### src/rtl/elevator_car_controller.sv
// elevator_car_controller: car motion and door sequencer with registered Moore outputs.
// Optional ELEVATOR_DOOR_REOPEN_EN: a rising OCRequest while the door is open restarts the dwell.
module elevator_car_controller #(
    parameter int TRAVEL_CYCLES = 1000,
    parameter int DOOR_CYCLES   = 2000
) (
    input  logic       clk,
    input  logic       rst,
    input  logic       OCRequest,
    input  logic       UDRequest,
    input  logic       NoStopRequest,
    input  logic       DoneDelay,
    output logic [1:0] CurrentFloor,
    output logic       UDIn,
    output logic       Delay,
    output logic       Stop,
    output logic       DoorOpen,
    output logic       Moving
);
    localparam int MAX_CYCLES = (TRAVEL_CYCLES > DOOR_CYCLES) ? TRAVEL_CYCLES : DOOR_CYCLES;
    localparam int TW = $clog2(MAX_CYCLES) + 1;
    localparam logic [TW-1:0] TRAVEL_LAST = TW'(TRAVEL_CYCLES - 1);
    localparam logic [TW-1:0] DOOR_LAST   = TW'(DOOR_CYCLES - 1);

    // One-hot encoding: each state bit is itself a flop, so the status outputs are glitch-free.
    typedef enum logic [3:0] {
        IDLE   = 4'b0001,
        MOVE   = 4'b0010,
        ARRIVE = 4'b0100,
        DOOR   = 4'b1000
    } state_t;

    state_t        state, state_nxt;
    logic [TW-1:0] timer, timer_nxt;
    logic [1:0]    floor, floor_nxt;
    logic          ud, ud_nxt;
    logic          legal_move;
    logic          door_restart;

    // A request toward the end the car already sits at is not a move.
    assign legal_move = UDRequest ? (floor != 2'd3) : (floor != 2'd0);

`ifdef ELEVATOR_DOOR_REOPEN_EN
    logic oc_prev;

    always_ff @(posedge clk or posedge rst) begin
        if (rst) oc_prev <= 1'b0;
        else     oc_prev <= OCRequest;
    end

    assign door_restart = OCRequest & ~oc_prev;
`else
    assign door_restart = 1'b0;
`endif

    // NOTE: sequential state uses non-blocking assignments so every flop samples pre-edge values.
    always_ff @(posedge clk or posedge rst) begin
        if (rst) begin
            state <= IDLE;
            timer <= '0;
            floor <= 2'd0;
            ud    <= 1'b0;
        end else begin
            state <= state_nxt;
            timer <= timer_nxt;
            floor <= floor_nxt;
            ud    <= ud_nxt;
        end
    end

    // NOTE: every variable gets its default first so no path through the case infers a latch.
    always_comb begin
        state_nxt = state;
        timer_nxt = timer;
        floor_nxt = floor;
        ud_nxt    = ud;
        unique case (state)
            IDLE: begin
                if (NoStopRequest) begin
                    if (legal_move) begin
                        state_nxt = MOVE;
                        ud_nxt    = UDRequest;
                        timer_nxt = '0;
                    end else begin
                        state_nxt = ARRIVE;
                    end
                end
            end
            MOVE: begin
                if (timer == TRAVEL_LAST) begin
                    state_nxt = ARRIVE;
                    timer_nxt = '0;
                    floor_nxt = ud ? floor + 2'd1 : floor - 2'd1;
                end else begin
                    timer_nxt = timer + 1'b1;
                end
            end
            ARRIVE: begin
                if (DoneDelay) begin
                    if (OCRequest) begin
                        state_nxt = DOOR;
                        timer_nxt = '0;
                    end else if (NoStopRequest && legal_move) begin
                        state_nxt = MOVE;
                        ud_nxt    = UDRequest;
                        timer_nxt = '0;
                    end else begin
                        state_nxt = IDLE;
                    end
                end
            end
            DOOR: begin
                if (door_restart) begin
                    timer_nxt = '0;
                end else if (timer == DOOR_LAST) begin
                    state_nxt = IDLE;
                    timer_nxt = '0;
                end else begin
                    timer_nxt = timer + 1'b1;
                end
            end
            default: begin
                state_nxt = IDLE;
                timer_nxt = '0;
            end
        endcase
    end

    always_comb begin
        Stop         = state[0];
        Moving       = state[1];
        Delay        = state[2];
        DoorOpen     = state[3];
        CurrentFloor = floor;
        UDIn         = ud;
    end

endmodule

### config.mk
export PLATFORM = sky130hd
export DESIGN_NAME = elevator_car_controller
export DESIGN_NICKNAME = d
export VERILOG_FILES = /design/src/rtl/elevator_car_controller.sv
export SDC_FILE = /design/constraint.sdc
export NUM_CORES = 1
export LEC_CHECK = 0
export CORE_AREA = 5 5 67 69
export CTS_CLUSTER_DIAMETER = 30
export DETAILED_ROUTE_END_ITERATION = 12
export DIE_AREA = 0 0 72 74
export SETUP_SLACK_MARGIN = 0.15
export SYNTH_ARGS = -nofsm -noshare
export SYNTH_HDL_FRONTEND = slang
export SYNTH_SLANG_ARGS = --single-unit
### constraint.sdc
create_clock -name clk -period 4.95 [get_ports clk]
set_input_delay 0.495 -clock clk [delete_from_list [all_inputs] [get_ports clk]]
set_output_delay 0.495 -clock clk [all_outputs]
set_load 0.01 [all_outputs]
* Word-level counts from Yosys, hierarchy flattened
Cells that the tools add are included.
** Cells by class
- Mux-type cells :: 24
- $lt $le $gt $ge :: 0
- Bitwise gates (word level) :: 0
- Add/sub/neg operators :: 3
- Reductions and logical operators :: 7
- Divide/modulo/power cells :: 0
- Equality and inequality tests :: 15
- Shifts and indexed selects :: 0
- Multipliers :: 0
** Operators with widths (number)
- $mux W12 :: 7
- $pmux W12 S4 :: 1
- $mux W4 :: 5
- $ne A2 B2 Y1 const B :: 8
- $pmux W4 S4 :: 1
- $add A12 B1 Y12 const B :: 1
- $eq A12 B10 Y1 const B :: 1
- $eq A12 B11 Y1 const B :: 1
- $reduce_and A4 Y1 :: 2
- $mux W1 :: 6
- $reduce_and A6 Y1 :: 1
- $eq A4 B1 Y1 const B :: 1
- $eq A4 B2 Y1 const B :: 1
- $eq A4 B3 Y1 const B :: 1
- $eq A4 B4 Y1 const B :: 1
- $mux W2 :: 2
- $reduce_bool A2 Y1 :: 2
- $mux W3 :: 1
- $ne A3 B3 Y1 const B :: 1
- $add A2 B1 Y2 const B :: 1
- $pmux W1 S2 :: 1
- $reduce_and A2 Y1 :: 1
- $sub A2 B1 Y2 const B :: 1
- $logic_and A1 B1 Y1 :: 1
** Storage, ports and cells
- Bits in latches :: 0
- Memory bits (writable) :: 0
- Output and inout port bits :: 7
- Bits in read-only memories :: 0
- Memories :: 0
- Register bits :: 19

* Longest topological paths before layout
Gate-level depths: netlist of run 1.
- Word-level depth :: 7
- Gate-level depth with buffers :: 7
- Mapped depth without buffers :: 6

* Worst setup path before layout of run 1
Ideal clock, no wire load.
- Kind :: register -> register
- Start :: reg timer[0]
- End :: reg state[2]
- Stages on the path, launching flop included :: 8
- Arrival time :: 1.612 ns
- Setup time :: 0.087 ns
- Slack :: 3.251 ns
- Cells stage by stage :: dfrtp_1 ha_1 nand3_2 nor4_1 a31oi_1 clkbuf_1 nor2_1 a22oi_1
** Between the ends
- Longest elaborated chain between the ends :: 3
** RTL lines
- start, declared :: line 34 : logic [TW-1:0] timer, timer_nxt;
- start signal, assigned :: line 65 : timer <= timer_nxt;
- $eq A12 B11 Y1 or $eq A12 B10 Y1 (tied branches) :: line 115, 90
- $ne A2 B2 Y1 (no line)
- $reduce_and A4 Y1 (no line) *
- end signal, assigned :: line 64 : state <= state_nxt;
- end, declared :: line 33 : state_t state, state_nxt;
Mark *: on every way between the ends. The rest lies on a longest branch, timed or not.
A chain may end at the register's enable or synchronous reset.

* Final worst setup path of run 1
- Start :: reg timer[0]
- End :: reg state[0]
Same word-level chain as after synthesis.

==> reports/metrics.json, run 1 <==
{
  "synthTopCellsByArea": "sky130_fd_sc_hd__dfrtp_1, sky130_fd_sc_hd__nand2_1, sky130_fd_sc_hd__nor2_1",
  "mostFrequentLayoutCell": "sky130_fd_sc_hd__nand2_1",
  "clock_tree.htree_level_count": 1,
  "critical_path_class": "flop to flop",
  "floorplan.die.height_um": 74,
  "drv_cap": 0,
  "drc": 0,
  "relSlewSlack_pct": 23.3,
  "critical_path.n_buffers_inverters": 0,
  "preCtsSetupSlack_ns": 2.69,
  "postSynthNetCount": 144,
  "grt.total_usage_pct": 10.1,
  "netlist.top_cell.by_area": "sky130_fd_sc_hd__dfrtp_1",
  "ff2ff_path_depth": 6,
  "clk_pin_slew_worst_paths_ns": 0.07,
  "synthCells": 137,
  "min_period_over_period_pct": 44.7,
  "worst_pin_slew_ns": 1.14,
  "coreArea_sq_um": 3860,
  "count_of_flip_flops_with_a_built_in_enable_after_synthesis": 0,
  "max_stage_delay_ns": 0.86,
  "wirelength_um": 2520,
  "final_layout_size_suffix_gt1_share_pct": 8.00,
  "post_synth_instance_area_sq_um": 1160,
  "crit_fanout": 12,
  "areaGrowthSynthToFinish_pct": 17.9,
  "fp-row-count": 23,
  "hold_path.class": "flop to flop",
  "vias": 1043,
  "num_io_pins": 13,
  "vdd_ir_drop_max_uv": 112,
  "worstPathCellList": "ha_1 > nand3_2 > nor4_1 > a31oi_1 > nor2_4 > a22o_1",
  "post-synth-top-area-fraction_pct": 38.8,
  "hold_buffers": 0,
  "p_per_area_nw_per_um2": 373,
  "insertedDiodeCount": 0,
  "power.leakage_nw": 0.608,
  "post_cts_resize_count": 0,
  "antenna_found_initial": 0,
  "cts_sinks": 19,
  "timing.critical_path.depth": 6,
  "tritoncts": "built",
  "avgSynthCellArea_sq_um": 8.47,
  "grt_first_pass_wirelength_um": 4240,
  "crit_family": "compound AO/OA/AOI/OAI gates",
  "dominantRegCellSynth": "sky130_fd_sc_hd__dfrtp_1",
  "cts_max_path_buffers": 2,
  "timing.critical_path.required_ns": 5.14,
  "nets": 158,
  "cts_setup_buffers": 0,
  "fmax_mhz": 452,
  "slowest_stage": "sky130_fd_sc_hd__a31oi_1",
  "setup_violations": 0,
  "grt_setup_unrepaired": "no",
  "finClkSkew_ns": 0.00280,
  "post-route-worst-setup-slack_ns": 2.74,
  "async_flop_share_pct": 100,
  "clk_latency_ns": 0.26,
  "cts-buffers-inserted": 3,
  "die_footprint_sq_um": 5330,
  "fp.dieW_um": 72,
  "floorplan.initialDensity_pct": 30.1,
  "detailedPlacementHpwl_um": 1810,
  "ys_seq_elements": 19,
  "post_synth_num_cell_types": 40,
  "globalplace.congestion": 0.830,
  "slew_violations": 0,
  "synth-seq-area-share_pct": 41.1,
  "hold_viol_final": 0,
  "setup.worst_path.start_class": "flop",
  "detailedRoute.firstPassIterationCount": 4,
  "min_delay_path_depth": 1,
  "layout_utilization_pct": 35.5,
  "totalNegativeSetupSlack_ns": 0,
  "via_count_of_the_first_global_routing_pass": 970,
  "timing.critical_path.to_type": "flop",
  "minimum_clock_period_ns": 2.21,
  "placement.io_buffers": 12,
  "arrival_ns": 2.40,
  "wire_per_inst_um": 12.6,
  "global_route.overflow_total": 0,
  "cts-root-buf": "sky130_fd_sc_hd__clkbuf_8",
  "result_of_the_run": "complete, no violations",
  "synth_warnings": 0,
  "layout.cells.most_common_list": "sky130_fd_sc_hd__nand2_1, sky130_fd_sc_hd__dfrtp_1, sky130_fd_sc_hd__nor2_1",
  "detail_route.vias_per_cell": 5.22,
  "largest_net_degree_at_the_start_of_global_routing": 20,
  "final_antenna_net_count": 0,
  "drt_iter0_drc": 40
}
metal layers:
metal | wire length, um | share of wire (%) | track usage (%)
met2 | 1110 | 44 | 16.3
met5 | 0 | 0 | 0
met4 | 59 | 2.3 | 6.05
met1 | 1230 | 49 | 12.5
met3 | 112 | 4.5 | 2.03
flip-flops by register name, indices dropped and copies added (netlist names):
| name | cells |
|---|---|
| timer | 12 |
| state | 4 |
| CurrentFloor | 2 |
| UDIn | 1 |
cell type report:
cell class              count  area, sq um
inverters                   5         18.8
flip-flops and latches     19          477
well taps                  50         62.6
repair buffers             12          120
multi-input cells         110          644
clock buffers               4         45.0
fillers                   398         2490
worst paths after layout:
path	slack, ns	to	start
worst min register to register	0.52	CurrentFloor[1]$_DFFE_PP0P_	CurrentFloor[1]$_DFFE_PP0P_
worst max-delay path	2.74	state[0]$_DFFE_PP1P_	timer[0]$_DFFE_PP0P_
min in group asynchronous	0.66	CurrentFloor[0]$_DFFE_PP0P_	rst
worst max register to register	2.74	state[0]$_DFFE_PP1P_	timer[0]$_DFFE_PP0P_
max in group asynchronous	3.82	timer[10]$_DFFE_PP0P_	rst
worst min-delay path	0.52	CurrentFloor[1]$_DFFE_PP0P_	CurrentFloor[1]$_DFFE_PP0P_
metrics by stage:
stage / hold WS (ns) / instance area (sq um) / power (mW) / cells
2_1_floorplan: 0.445 / 1160 / 0.344 / 137
3_3_place_gp: 0.513 / 1320 / 0.401 / 196
3_5_place_dp: 0.515 / 1320 / 0.403 / 196
4_1_cts: 0.526 / 1370 / 0.514 / 200
5_1_grt: 0.545 / 1370 / 0.545 / 200
6_report: 0.522 / 1370 / 0.509 / 200
power by group:
| part | switching [mW] | internal [mW] |
|---|---|---|
| Combinational | 0.105 | 0.0859 |
| Sequential | 0.0297 | 0.181 |
| Clock | 0.0510 | 0.0573 |
synthesized netlist by cell type, types with 2 or more instances:
master                     instances
sky130_fd_sc_hd__nand2_1          23
sky130_fd_sc_hd__dfrtp_1          18
sky130_fd_sc_hd__nor2_1           15
sky130_fd_sc_hd__nand3_1           9
sky130_fd_sc_hd__o21ai_0           9
sky130_fd_sc_hd__o22ai_1           6
sky130_fd_sc_hd__inv_1             5
sky130_fd_sc_hd__and2_1            4
sky130_fd_sc_hd__nand2b_1          4
sky130_fd_sc_hd__and3_1            3
sky130_fd_sc_hd__nor2b_1           3
sky130_fd_sc_hd__xor2_1            3
sky130_fd_sc_hd__a311oi_1          2
sky130_fd_sc_hd__a31oi_1           2
sky130_fd_sc_hd__nand4_1           2
sky130_fd_sc_hd__nor3_1            2
sky130_fd_sc_hd__o211ai_1          2
sky130_fd_sc_hd__or2_2             2
sky130_fd_sc_hd__xnor2_1           2
cells by family (layout without fill, tap and decap cells):
family / after synthesis / in the layout / synth area share, %
AO/OA/AOI/OAI: 26 / 26 / 14.7
XOR/XNOR: 5 / 5 / 3.78
AND/OR/NAND/NOR: 77 / 77 / 35.1
adder cells (fa/ha/maj): 1 / 1 / 1.08
multiplexers: 1 / 1 / 0.971
flip-flops: 19 / 19 / 41.1
buffers and inverters: 8 / 21 / 3.34
Note: power is estimated with default switching activity, not from simulation.
==> run 2: changes to the inputs <==
==> constraint.sdc (replaced) <==
create_clock -name clk -period 2.2 [get_ports clk]
set_input_delay 0.22 -clock clk [delete_from_list [all_inputs] [get_ports clk]]
set_output_delay 0.22 -clock clk [all_outputs]
set_load 0.01 [all_outputs]
==> reports/metrics.json, run 2 (synthesis gave the netlist of run 1 again) <==
{
  "insertedDiodeCount": 0,
  "result_of_the_run": "complete, no violations",
  "globalplace.congestion": 0.844,
  "minimum_clock_period_ns": 1.84,
  "whs_ns": 0.393,
  "cts_max_path_buffers": 2,
  "min_period_over_period_pct": 83.6,
  "num_io_pins": 13,
  "via_count_of_the_first_global_routing_pass": 1056,
  "global_route.overflow_total": 0,
  "cts_setup_buffers": 0,
  "drt_iter0_drc": 29,
  "clk_pin_slew_worst_paths_ns": 0.07,
  "hold_viol_final": 0,
  "timing.critical_path.to_type": "flop",
  "setup_violations": 0,
  "wirelength_um": 2730,
  "p_per_area_nw_per_um2": 833,
  "floorplan.die.height_um": 74,
  "vias": 1061,
  "flip_flop_count_of_the_largest_register_after_layout": 12,
  "coreArea_sq_um": 3860,
  "drc": 0,
  "cts_sinks": 19,
  "detail_route.vias_per_cell": 5.23,
  "arrival_ns": 2.02,
  "crit_fanout": 7,
  "setup.worst_path.start_class": "flop",
  "nets": 161,
  "hold_path.class": "primary input to async pin",
  "totalNegativeSetupSlack_ns": 0,
  "tritoncts": "built",
  "drv_cap": 0,
  "grt.total_usage_pct": 11.2,
  "preCtsSetupSlack_ns": 0.186,
  "post-route-worst-setup-slack_ns": 0.361,
  "worst_pin_slew_ns": 0.755,
  "grt_setup_unrepaired": "no",
  "largest_net_degree_at_the_start_of_global_routing": 20,
  "cts-root-buf": "sky130_fd_sc_hd__clkbuf_8",
  "areaGrowthSynthToFinish_pct": 21.8,
  "reg2reg_to": "state[2]$_DFFE_PP0P_",
  "cts-buffers-inserted": 3,
  "power.leakage_nw": 0.621,
  "fmax_mhz": 544,
  "layout.cells.most_common_list": "sky130_fd_sc_hd__nand2_1, sky130_fd_sc_hd__dfrtp_1, sky130_fd_sc_hd__nor2_1",
  "layout_utilization_pct": 36.6,
  "final_antenna_net_count": 0,
  "fp-row-count": 23,
  "worst-r2r-setup-slack_ns": 0.36,
  "relSlewSlack_pct": 49.6,
  "floorplan.initialDensity_pct": 30.1,
  "ff2ff_path_depth": 7,
  "fp.dieW_um": 72,
  "antenna_found_initial": 0,
  "post_cts_resize_count": 0,
  "wire_per_inst_um": 13.5,
  "critical_path_class": "flop to flop",
  "fill_cells": 416,
  "registers.top_by_ff_count": "timer",
  "mostFrequentLayoutCell": "sky130_fd_sc_hd__nand2_1",
  "detailedRoute.firstPassIterationCount": 4,
  "hold_buffers": 0,
  "crit-reg2reg-launch": "timer[0]$_DFFE_PP0P_",
  "clock_tree.htree_level_count": 1,
  "clk_latency_ns": 0.26,
  "final_layout_size_suffix_gt1_share_pct": 11.8,
  "timing.critical_path.required_ns": 2.38,
  "die_footprint_sq_um": 5330,
  "placement.io_buffers": 12,
  "grt_first_pass_wirelength_um": 4700,
  "critPathLaunch": "timer[0]$_DFFE_PP0P_",
  "detailedPlacementHpwl_um": 1990,
  "slew_violations": 0,
  "vdd_ir_drop_max_uv": 221,
  "finClkSkew_ns": 0.00192
}
[run 2: power by group]
group	total [mW]	switching (mW)	internal, mW
clock network	0.250	0.122	0.128
logic	0.447	0.239	0.208
registers	0.480	0.0736	0.406
[run 2: cell type report]
class	instances	area [sq um]	share of cell area, %
Multi-Input combinational cell	110	663	46.9
Sequential cell	19	477	33.7
Timing Repair Buffer	15	143	10.1
Tap cell	50	62.6	4.43
Clock buffer	3	41.3	2.92
Inverter	5	18.8	1.33
Clock inverter	1	7.51	0.531
[run 2: worst max-delay path, stage by stage, from the launching register on]
cell and delay [ns]:
sky130_fd_sc_hd__dfrtp_1 0.44, sky130_fd_sc_hd__ha_4 0.20, sky130_fd_sc_hd__nand3_2 0.11, sky130_fd_sc_hd__nor4_2 0.18, sky130_fd_sc_hd__a31oi_1 0.14, sky130_fd_sc_hd__buf_4 0.18
sky130_fd_sc_hd__or3b_1 0.37, sky130_fd_sc_hd__a22oi_1 0.15
[run 2: worst max-delay path by stage]
stage	endpoint	slack, ns	depth (start not counted)
2_1_floorplan	state[2]$_DFFE_PP0P_	0.50	7
3_3_place_gp	state[2]$_DFFE_PP0P_	0.28	7
3_5_place_dp	UDIn$_DFFE_PP0P_	0.19	5
4_1_cts	state[2]$_DFFE_PP0P_	0.27	7
5_1_grt	state[2]$_DFFE_PP0P_	0.14	7
6_report	state[2]$_DFFE_PP0P_	0.36	7
[run 2: stage by stage]
step	cells	area, sq um	total power, mW
after CTS	203	1390	1.18
after detailed placement	199	1350	0.924
after global placement	199	1350	0.914
final	203	1410	1.18
after floorplan	137	1160	0.774
after global routing	203	1410	1.28
[run 2: layer usage]
layer / up-vias / GRT usage (%) / share of wire [%]
li1: 517 / - / -
met1: 517 / 13.7 / 46
met2: 22 / 19.4 / 48
met3: 5 / 1.89 / 4.8
met4: 0 / 5.01 / 1.7
met5: - / 0 / 0
